==> src/rtl/fetch_to_decode_queue_if.sv <==
// Fetch-to-decode handshake bundle.
//   send_*  : fetch side (valid/ready/data into the queue)
//   recv_*  : decode side (valid/ready/data out of the queue)
// Modports:
//   slave  : the queue itself
//   master : the environment driving fetch and decode
interface fetch_to_decode_queue_if #(
   parameter int unsigned PKT_W = 64
);
   logic             send_valid;
   logic             send_ready;
   logic [PKT_W-1:0] send_data;
   logic             recv_valid;
   logic             recv_ready;
   logic [PKT_W-1:0] recv_data;

   modport slave (
      input  send_valid, send_data, recv_ready,
      output send_ready, recv_valid, recv_data
   );

   modport master (
      output send_valid, send_data, recv_ready,
      input  send_ready, recv_valid, recv_data
   );
endinterface

==> src/rtl/fetch_to_decode_queue.sv <==
// DEPTH-entry circular FIFO carrying fetch packets (PC + instruction) to decode.
// Ports:
//   clk, rst_n   : clock (rising edge), asynchronous active-low reset
//   flush        : synchronous discard of all entries (redirect / exception)
//   bus          : valid/ready send side and recv side (slave modport)
//   count        : current occupancy, 0..DEPTH
//   is_busy      : count != 0
//   almost_full  : count >= AF_LEVEL
//   proto_err    : sticky flag, set when fetch withdraws or alters an unaccepted offer
module fetch_to_decode_queue #(
   parameter int unsigned PKT_W    = 64,
   parameter int unsigned DEPTH    = 4,
   parameter int unsigned AF_LEVEL = DEPTH - 1
) (
   input  logic                         clk,
   input  logic                         rst_n,
   input  logic                         flush,
   fetch_to_decode_queue_if.slave       bus,
   output logic [$clog2(DEPTH+1)-1:0]   count,
   output logic                         is_busy,
   output logic                         almost_full,
   output logic                         proto_err
);
   localparam int unsigned PtrW = $clog2(DEPTH);
   localparam int unsigned CntW = $clog2(DEPTH + 1);

   logic [PKT_W-1:0] mem_q [DEPTH];

   logic [PtrW-1:0]  wr_ptr_q, wr_ptr_d;
   logic [PtrW-1:0]  rd_ptr_q, rd_ptr_d;
   logic [CntW-1:0]  count_q, count_d;
   logic             proto_err_q, proto_err_d;

   // Registered copy of last cycle's offer for the hold-stable check.
   logic             prev_valid_q;
   logic             prev_acc_q;
   logic             prev_flush_q;
   logic [PKT_W-1:0] prev_data_q;

   logic push, pop, full, empty, violation;

   // Ready/valid depend only on registered count: no ready-through path on a full pop.
   assign full  = (count_q == CntW'(DEPTH));
   assign empty = (count_q == '0);

   assign bus.send_ready = !full;
   assign bus.recv_valid = !empty;
   assign bus.recv_data  = mem_q[rd_ptr_q];

   assign push = bus.send_valid && bus.send_ready;
   assign pop  = bus.recv_valid && bus.recv_ready;

   assign count       = count_q;
   assign is_busy     = !empty;
   assign almost_full = (count_q >= CntW'(AF_LEVEL));
   assign proto_err   = proto_err_q;

   // An unaccepted offer must be held with identical data, unless a flush intervenes.
   assign violation = prev_valid_q && !prev_acc_q && !prev_flush_q && !flush &&
                      (!bus.send_valid || (bus.send_data != prev_data_q));

   always_comb begin
      wr_ptr_d    = wr_ptr_q;
      rd_ptr_d    = rd_ptr_q;
      count_d     = count_q;
      proto_err_d = proto_err_q || violation;
      if (flush) begin
         wr_ptr_d = '0;
         rd_ptr_d = '0;
         count_d  = '0;
      end else begin
         if (push) wr_ptr_d = wr_ptr_q + PtrW'(1);
         if (pop)  rd_ptr_d = rd_ptr_q + PtrW'(1);
         case ({push, pop})
            2'b10:   count_d = count_q + CntW'(1);
            2'b01:   count_d = count_q - CntW'(1);
            default: count_d = count_q;
         endcase
      end
   end

   always_ff @(posedge clk or negedge rst_n) begin
      if (!rst_n) begin
         wr_ptr_q     <= '0;
         rd_ptr_q     <= '0;
         count_q      <= '0;
         proto_err_q  <= 1'b0;
         prev_valid_q <= 1'b0;
         prev_acc_q   <= 1'b0;
         prev_flush_q <= 1'b0;
         prev_data_q  <= '0;
      end else begin
         wr_ptr_q     <= wr_ptr_d;
         rd_ptr_q     <= rd_ptr_d;
         count_q      <= count_d;
         proto_err_q  <= proto_err_d;
         prev_valid_q <= bus.send_valid;
         prev_acc_q   <= push;
         prev_flush_q <= flush;
         prev_data_q  <= bus.send_data;
      end
   end

   // Storage carries no reset; occupancy alone decides what is valid.
   always_ff @(posedge clk) begin
      if (push && !flush) begin
         mem_q[wr_ptr_q] <= bus.send_data;
      end
   end
endmodule

==> src/flat_wrapper.sv <==
// flat-port wrapper written by rule: the top's interface ports become plain ports
module fetch_to_decode_queue_flat 
#(
   parameter int unsigned PKT_W    = 64,
   parameter int unsigned DEPTH    = 4,
   parameter int unsigned AF_LEVEL = DEPTH - 1
)
  (clk, rst_n, flush, count, is_busy, almost_full, proto_err, bus_send_valid, bus_send_data, bus_recv_ready, bus_send_ready, bus_recv_valid, bus_recv_data);
  fetch_to_decode_queue_if #(.PKT_W(PKT_W)) bus_i ();
  input  logic clk;
  input  logic rst_n;
  input  logic flush;
  output logic [$clog2(DEPTH+1)-1:0] count;
  output logic is_busy;
  output logic almost_full;
  output logic proto_err;
  input wire logic [$bits(bus_i.send_valid)-1:0] bus_send_valid;
  input wire logic [$bits(bus_i.send_data)-1:0] bus_send_data;
  input wire logic [$bits(bus_i.recv_ready)-1:0] bus_recv_ready;
  output wire logic [$bits(bus_i.send_ready)-1:0] bus_send_ready;
  output wire logic [$bits(bus_i.recv_valid)-1:0] bus_recv_valid;
  output wire logic [$bits(bus_i.recv_data)-1:0] bus_recv_data;
  assign bus_i.send_valid = bus_send_valid;
  assign bus_i.send_data = bus_send_data;
  assign bus_i.recv_ready = bus_recv_ready;
  assign bus_send_ready = bus_i.send_ready;
  assign bus_recv_valid = bus_i.recv_valid;
  assign bus_recv_data = bus_i.recv_data;
  fetch_to_decode_queue #(.PKT_W(PKT_W), .DEPTH(DEPTH), .AF_LEVEL(AF_LEVEL)) u_core (.clk(clk), .rst_n(rst_n), .flush(flush), .bus(bus_i), .count(count), .is_busy(is_busy), .almost_full(almost_full), .proto_err(proto_err));
endmodule
==> config.mk <==
export PLATFORM = sky130hd
export DESIGN_NAME = fetch_to_decode_queue_flat
export DESIGN_NICKNAME = d
export VERILOG_FILES = /design/src/rtl/fetch_to_decode_queue_if.sv /design/src/rtl/fetch_to_decode_queue.sv /design/src/flat_wrapper.sv
export SDC_FILE = /design/constraint.sdc
export NUM_CORES = 1
export LEC_CHECK = 0
export ABC_AREA = 1
export CAP_MARGIN = 20
export CORE_MARGIN = 2
export CORE_UTILIZATION = 50
export CTS_CLUSTER_DIAMETER = 120
export DETAILED_ROUTE_END_ITERATION = 8
export MAX_ROUTING_LAYER = met4
export PLACE_DENSITY = 0.73
export SLEW_MARGIN = 25
export SYNTH_ARGS = -nofsm -noshare
export SYNTH_HDL_FRONTEND = slang
export SYNTH_SLANG_ARGS = --single-unit
==> constraint.sdc <==
create_clock -name clk -period 5.2 [get_ports clk]
set_input_delay 1.3 -clock clk [delete_from_list [all_inputs] [get_ports clk]]
set_output_delay 1.3 -clock clk [all_outputs]
set_load 0.01 [all_outputs]
* After elaboration in Yosys (flattened, before gate mapping)
Memory sizes are Yosys's and may differ from the RTL's.
Index checks and enable logic that the tools add are counted.
** Storage, ports and cells
- Word-level logic and storage cells :: 45
- Memories :: 1
- Bits in writable memories :: 256
- Register bits after elaboration :: 75
** Memory list
- u_core.mem_q :: words 4, bits a word 64, rd ports 1, clocked after Yosys merged registers in 0, wr ports 1, RTL line fetch_to_decode_queue.sv:27 : logic [PKT_W-1:0] mem_q [DEPTH];
** Cells by class
- Reduce and logical (&&, ||, !) cells :: 19
- Equality and inequality tests :: 4
- Order comparisons :: 1
- Muxes and demuxes :: 8
- Add/subtract/negate cells :: 4
** Operator list (count)
- != test 64 bit :: 1
- 2-to-1 mux 2 bit :: 4
- logical AND 1 bit :: 7
- logical NOT 1 bit :: 6
- case mux 3 bit (2 select lines) :: 1
- adder 2 x 1 -> 2 bit (second input constant) :: 2
- nonzero test 2 bit :: 2
- adder 3 x 1 -> 3 bit (second input constant) :: 1
- equality test 3 bit (second input constant) :: 1
- greater-or-equal comparator 3 x 2 -> 1 bit (second input constant) :: 1
- logical NOT 3 bit :: 1
- 2-to-1 mux 3 bit :: 1
- nonzero test 3 bit :: 1
- subtractor 3 x 1 -> 3 bit (second input constant) :: 1
- equality test 2 x 1 -> 1 bit (second input constant) :: 1
- equality test 2 bit (second input constant) :: 1
- logical OR 1 bit :: 2
- 2-to-1 mux 1 bit :: 2

* Depth between registers and ports, before layout
Gate-level depths: netlist of run 1.
- Depth after elaboration :: 6
- Mapped depth :: 11

* Worst setup path before layout of run 1
OpenSTA, ideal clock, no wires.
- Path kind :: in2reg
- Start point :: in flush
- End point :: mem u_core.mem_q[0][0], enable pin
- Buffers on the path :: 0
- Required time :: 4.714 ns
- Stages :: 3
- Data arrival time :: 4.253 ns
- Path slack :: 0.460 ns
- Cells stage by stage :: inv_1 nand2_1 nor2_1
** On the way
- Longest elaborated chain between the ends :: 4
** RTL lines
- from (decl) :: RTL line flat_wrapper.sv:12 : input logic flush;
- logical NOT 1 bit :: RTL line fetch_to_decode_queue.sv:106 : if (push && !flush) begin
- logical AND 1 bit :: RTL line fetch_to_decode_queue.sv:106
- 2-to-1 mux 1 bit :: RTL line fetch_to_decode_queue.sv:106
- 2-to-1 mux 1 bit (not written as such) :: RTL line fetch_to_decode_queue.sv:107 : mem_q[wr_ptr_q] <= bus.send_data;
- to (decl) :: RTL line fetch_to_decode_queue.sv:27
Every way passes these cells.

* Worst setup path in the final report of run 1
- Start point :: reg u_core.rd_ptr_q[0]
- End point :: out bus_recv_data[26]
** On the way
- Longest elaborated chain between the ends :: 1
** RTL lines
- from (decl) :: RTL line fetch_to_decode_queue.sv:30 : logic [PtrW-1:0] rd_ptr_q, rd_ptr_d;
- from (signal assigned) :: RTL line fetch_to_decode_queue.sv:94 : rd_ptr_q <= rd_ptr_d;
- memory (4 x 64 bit)
- to (decl) :: RTL line flat_wrapper.sv:22 : output wire logic [$bits(bus_i.recv_data)-1:0] bus_recv_data;
Every way passes these cells.

==> results of run 1 <==
## worst max-delay path by stage
stage,endpoint,startpoint
2_1_floorplan,u_core.mem_q[0][0]$_DFFE_PP_,flush
3_3_place_gp,bus_recv_data[26],u_core.rd_ptr_q[0]$_DFFE_PN0P_
3_5_place_dp,bus_recv_data[26],u_core.rd_ptr_q[0]$_DFFE_PN0P_
4_1_cts,bus_recv_data[26],u_core.rd_ptr_q[0]$_DFFE_PN0P_
5_1_grt,bus_recv_data[26],u_core.rd_ptr_q[0]$_DFFE_PN0P_
6_report,bus_recv_data[26],u_core.rd_ptr_q[0]$_DFFE_PN0P_
## report_power, final
| part | internal (mW) | leakage (nW) | switching (mW) |
|---|---|---|---|
| clock network | 1.46 | 0.558 | 0.965 |
| logic | 0.615 | 2.16 | 0.756 |
| registers | 3.00 | 3.20 | 0.0900 |
| total | 5.08 | 5.92 | 1.81 |
## logic make-up after synthesis
family,Yosys count,share of synthesized area [%]
AOI/OAI and AO/OA,202,8.48
xor gates and xnor gates,20,1.36
adders and majority gates,5,0.544
buffers and inverters,135,4.97
DFF,331,74.3
and+or+nand+nor,335,10.3
## flip-flops by register name, summed over array words and instances (netlist names)
signal,count
u_core.mem_q,256
u_core.prev_flush_q,1
u_core.prev_data_q,64
u_core.count,3
u_core.rd_ptr_q,2
u_core.prev_valid_q,1
u_core.proto_err,1
u_core.prev_acc_q,1
u_core.wr_ptr_q,2
## per-layer routing
metal,vias to the layer above,track usage (%)
li1,3851,-
met1,3990,27.3
met2,231,34.8
met3,33,3.57
met4,0,5.42
met5,-,-
## stage by stage
| stage | hold slack (ns) | utilization [%] | cell area, um^2 |
|---|---|---|---|
| finish | 0.464 | 62.1 | 15700 |
| global route | 0.510 | 62.1 | 15700 |
| CTS | 0.469 | 62.1 | 15700 |
| detailed placement | 0.454 | 57.6 | 14600 |
| global placement | 0.451 | 57.6 | 14600 |
| floorplan | 0.466 | - | 12900 |
## cell usage in the layout, fill, tap and decap left out, types with 5 or more instances in the layout
master | Yosys | layout
o21ai_1 | 60 | 60
or2_2 | 5 | 5
clkinv_2 | 0 | 8
buf_4 | 6 | 9
edfxtp_1 | 256 | 256
o22ai_1 | 64 | 64
nand3_1 | 6 | 6
nand4_1 | 7 | 7
clkbuf_16 | 0 | 34
inv_2 | 5 | 5
dfrtp_1 | 75 | 73
o21ai_0 | 78 | 78
clkdlybuf4s50_1 | 0 | 139
clkbuf_1 | 16 | 8
xnor2_1 | 18 | 18
nor2_1 | 189 | 185
inv_1 | 86 | 86
nand2_1 | 120 | 120
## worst min-delay path, cell delays in order, from the launching register on
cell,delay [ns]
dfrtp_1,0.34
inv_1,0.04
nand2_1,0.05
## final cells by class
class / instances / share of cell area [%]
repair buffers: 152 / 9.75
diodes: 3 / 0.0478
clock inverters: 16 / 1.29
well taps: 330 / 2.63
flip-flops and latches: 331 / 61.0
clock buffers: 45 / 5.88
multi-input cells: 562 / 17.2
inverters: 92 / 2.22
==> summary.md, run 1 <==
| Metric | Value |
|---|---|
| DR WL/cell | `17.7 um` |
| Buf/Inv on CP | `3` |
| Initial antenna violation count | `3` |
| Detailed Place HPWL | `15700 um` |
| Cts repair resizes | `0` |
| Die X-Extent | `164 um` |
| CTS tree | `built` |
| Synthesis warning total | `0` |
| Mapped cell area | `0.0129 mm^2` |
| CP Cell Sequence | `inv_4 > buf_4 > nor2_1 > o22ai_1 > clkdlybuf4s50_1` |
| Static Leak | `5.92 nW` |
| Metal2 WL | `13600 um` |
| CTS clock-pin slew for the worst setup and hold paths | `0.06 ns` |
| Post-synth net total | `1102` |
| Post-synthesis sequential area ratio | `74.3%` |
| Pwr dens | `439 mW/mm^2` |
| Final Skew | `0.0153 ns` |
| Post-synth top cells | `256 x edfxtp_1, 189 x nor2_1, 120 x nand2_1` |
| Tightest Pin Transition | `0.757 ns` |
| Clk_lat worst skew | `0.51 ns` |
| Vias/cell | `5.29` |
| Die area | `0.0270 mm^2` |
| Total negative slack | `0 ns` |
| Max-slew headroom | `49.6%` |
| Number of global-route vias before repair | `8006` |
| Area grow syn2layout | `21.9%` |
| Placement row count | `58` |
| Vias | `8105` |
| Area contributors post-synth | `edfxtp_1 60%, dfrtp_1 15%, nor2_1 5.5%` |
| Final-layout fill cell count | `1896` |
| Die H | `164 um` |
| Max-cap violations | `0` |
| Final Hold Vio Count | `0` |
| Core Area | `0.0253 mm^2` |
| GR Overflow Total | `0` |
| Top sig layer | `met4` |
| Starting Density | `51.0%` |
| Final Net Count | `1247` |
| Share of post-route cells with drive strength above 1 | `7.51%` |
| Crit path DAT | `3.20 ns` |
| GPL Wtd Cong | `0.730` |
| Max incr delay on CP | `0.70 ns` |
| Syn avg cell area | `12.5 um^2` |
| Met3 wire length | `1430 um` |
| First-pass GRT wire length | `42200 um` |
| Endpoint, Worst Hold | `u_core.proto_err$_DFF_PN0_` |
| CTS Root Cell | `clkbuf_16` |
| Hold Path Depth | `2` |
| Setup crit end kind | `primary output` |
| CTS H-tree lvls | `2` |
| Final WL | `27000 um` |
| Worst Hold Class | `flip-flop to flip-flop` |
| Final std cells w/o fill | `1531` |
| Worst setup margin | `0.702 ns` |
| Async S/R FF share, synth | `22.7%` |
| Ports | `141` |
| FF+latch area | `0.00957 mm^2` |
| Startpoint types | `flip-flop` |
| Bufs on Longest Clock Path | `3` |
| Slowest CP cell | `dfrtp_4` |
| Post-CTS Setup Inserts | `0` |
| Worst vdd rail ir drop | `277 uV` |
| Post-synth cell types | `27` |
| Reg-to-reg startpoint | `u_core.count[1]$_DFFE_PN0P_` |
| Wl on met1 | `11600 um` |
| Port buffer count | `140` |
| First-pass iteration count of the detailed router | `6` |
| CTS Buf Count | `34` |
| Most frequent cell after synthesis | `edfxtp_1` |
| Outcome | `finished clean` |
| Largest net degree at the start of global routing | `79` |
| Final Cycle Share | `86.5%` |
| Worst EP required | `3.90 ns` |
| R2R cell count | `7` |
| Post-Syn Instances | `1028` |
| Clock Sinks | `331` |
| Inst Count DP | `1467` |
| Power consumption | `6.89 mW` |
| Antenna Nets Post-Route | `0` |
| Top_reg_cell synth | `edfxtp_1` |
| EDFF count, synth | `256` |
| GRT Util Overall | `21.0%` |
| Worst path depth | `5` |
| Synth Register Bits | `331` |
| Post-layout min period | `4.50 ns` |
| CP top delay family | `buffers and inverters` |
| Place WS | `1.21 ns` |
| Crit-path max FO | `63` |
| Worst R2R Setup Slack | `2.83 ns` |
| First-iteration detailed-routing DRC count | `660` |
| Multi-input gate area | `0.00270 mm^2` |
| RSZ-0062 raised after global routing | `no` |
| RR Endpoint | `u_core.mem_q[0][35]$_DFFE_PP_` |
| Final setup vio count | `0` |
| Largest area contributor in the netlist | `edfxtp_1` |
| Slew Limit Fails | `0` |
| Area share of the largest cell type after synthesis | `59.7%` |
| Worst Hold Launch | `u_core.proto_err$_DFF_PN0_` |
| Crit path kind | `flip-flop to primary output` |
| DRC viols | `0` |
| # hold bufs at CTS | `0` |
| Max Clk Rate | `222 MHz` |
(Power assumes the default switching activity.)
==> inputs of run 2 (changes only) <==
--- a/config.mk
+++ b/config.mk
@@ -6,7 +6,6 @@
 export NUM_CORES = 1
 export LEC_CHECK = 0
 export ABC_AREA = 1
-export CAP_MARGIN = 20
 export CORE_MARGIN = 2
 export CORE_UTILIZATION = 50
 export CTS_CLUSTER_DIAMETER = 120
==> results of run 2 <==
No change in the layout: final DEF, timing and power equal those of run 1.
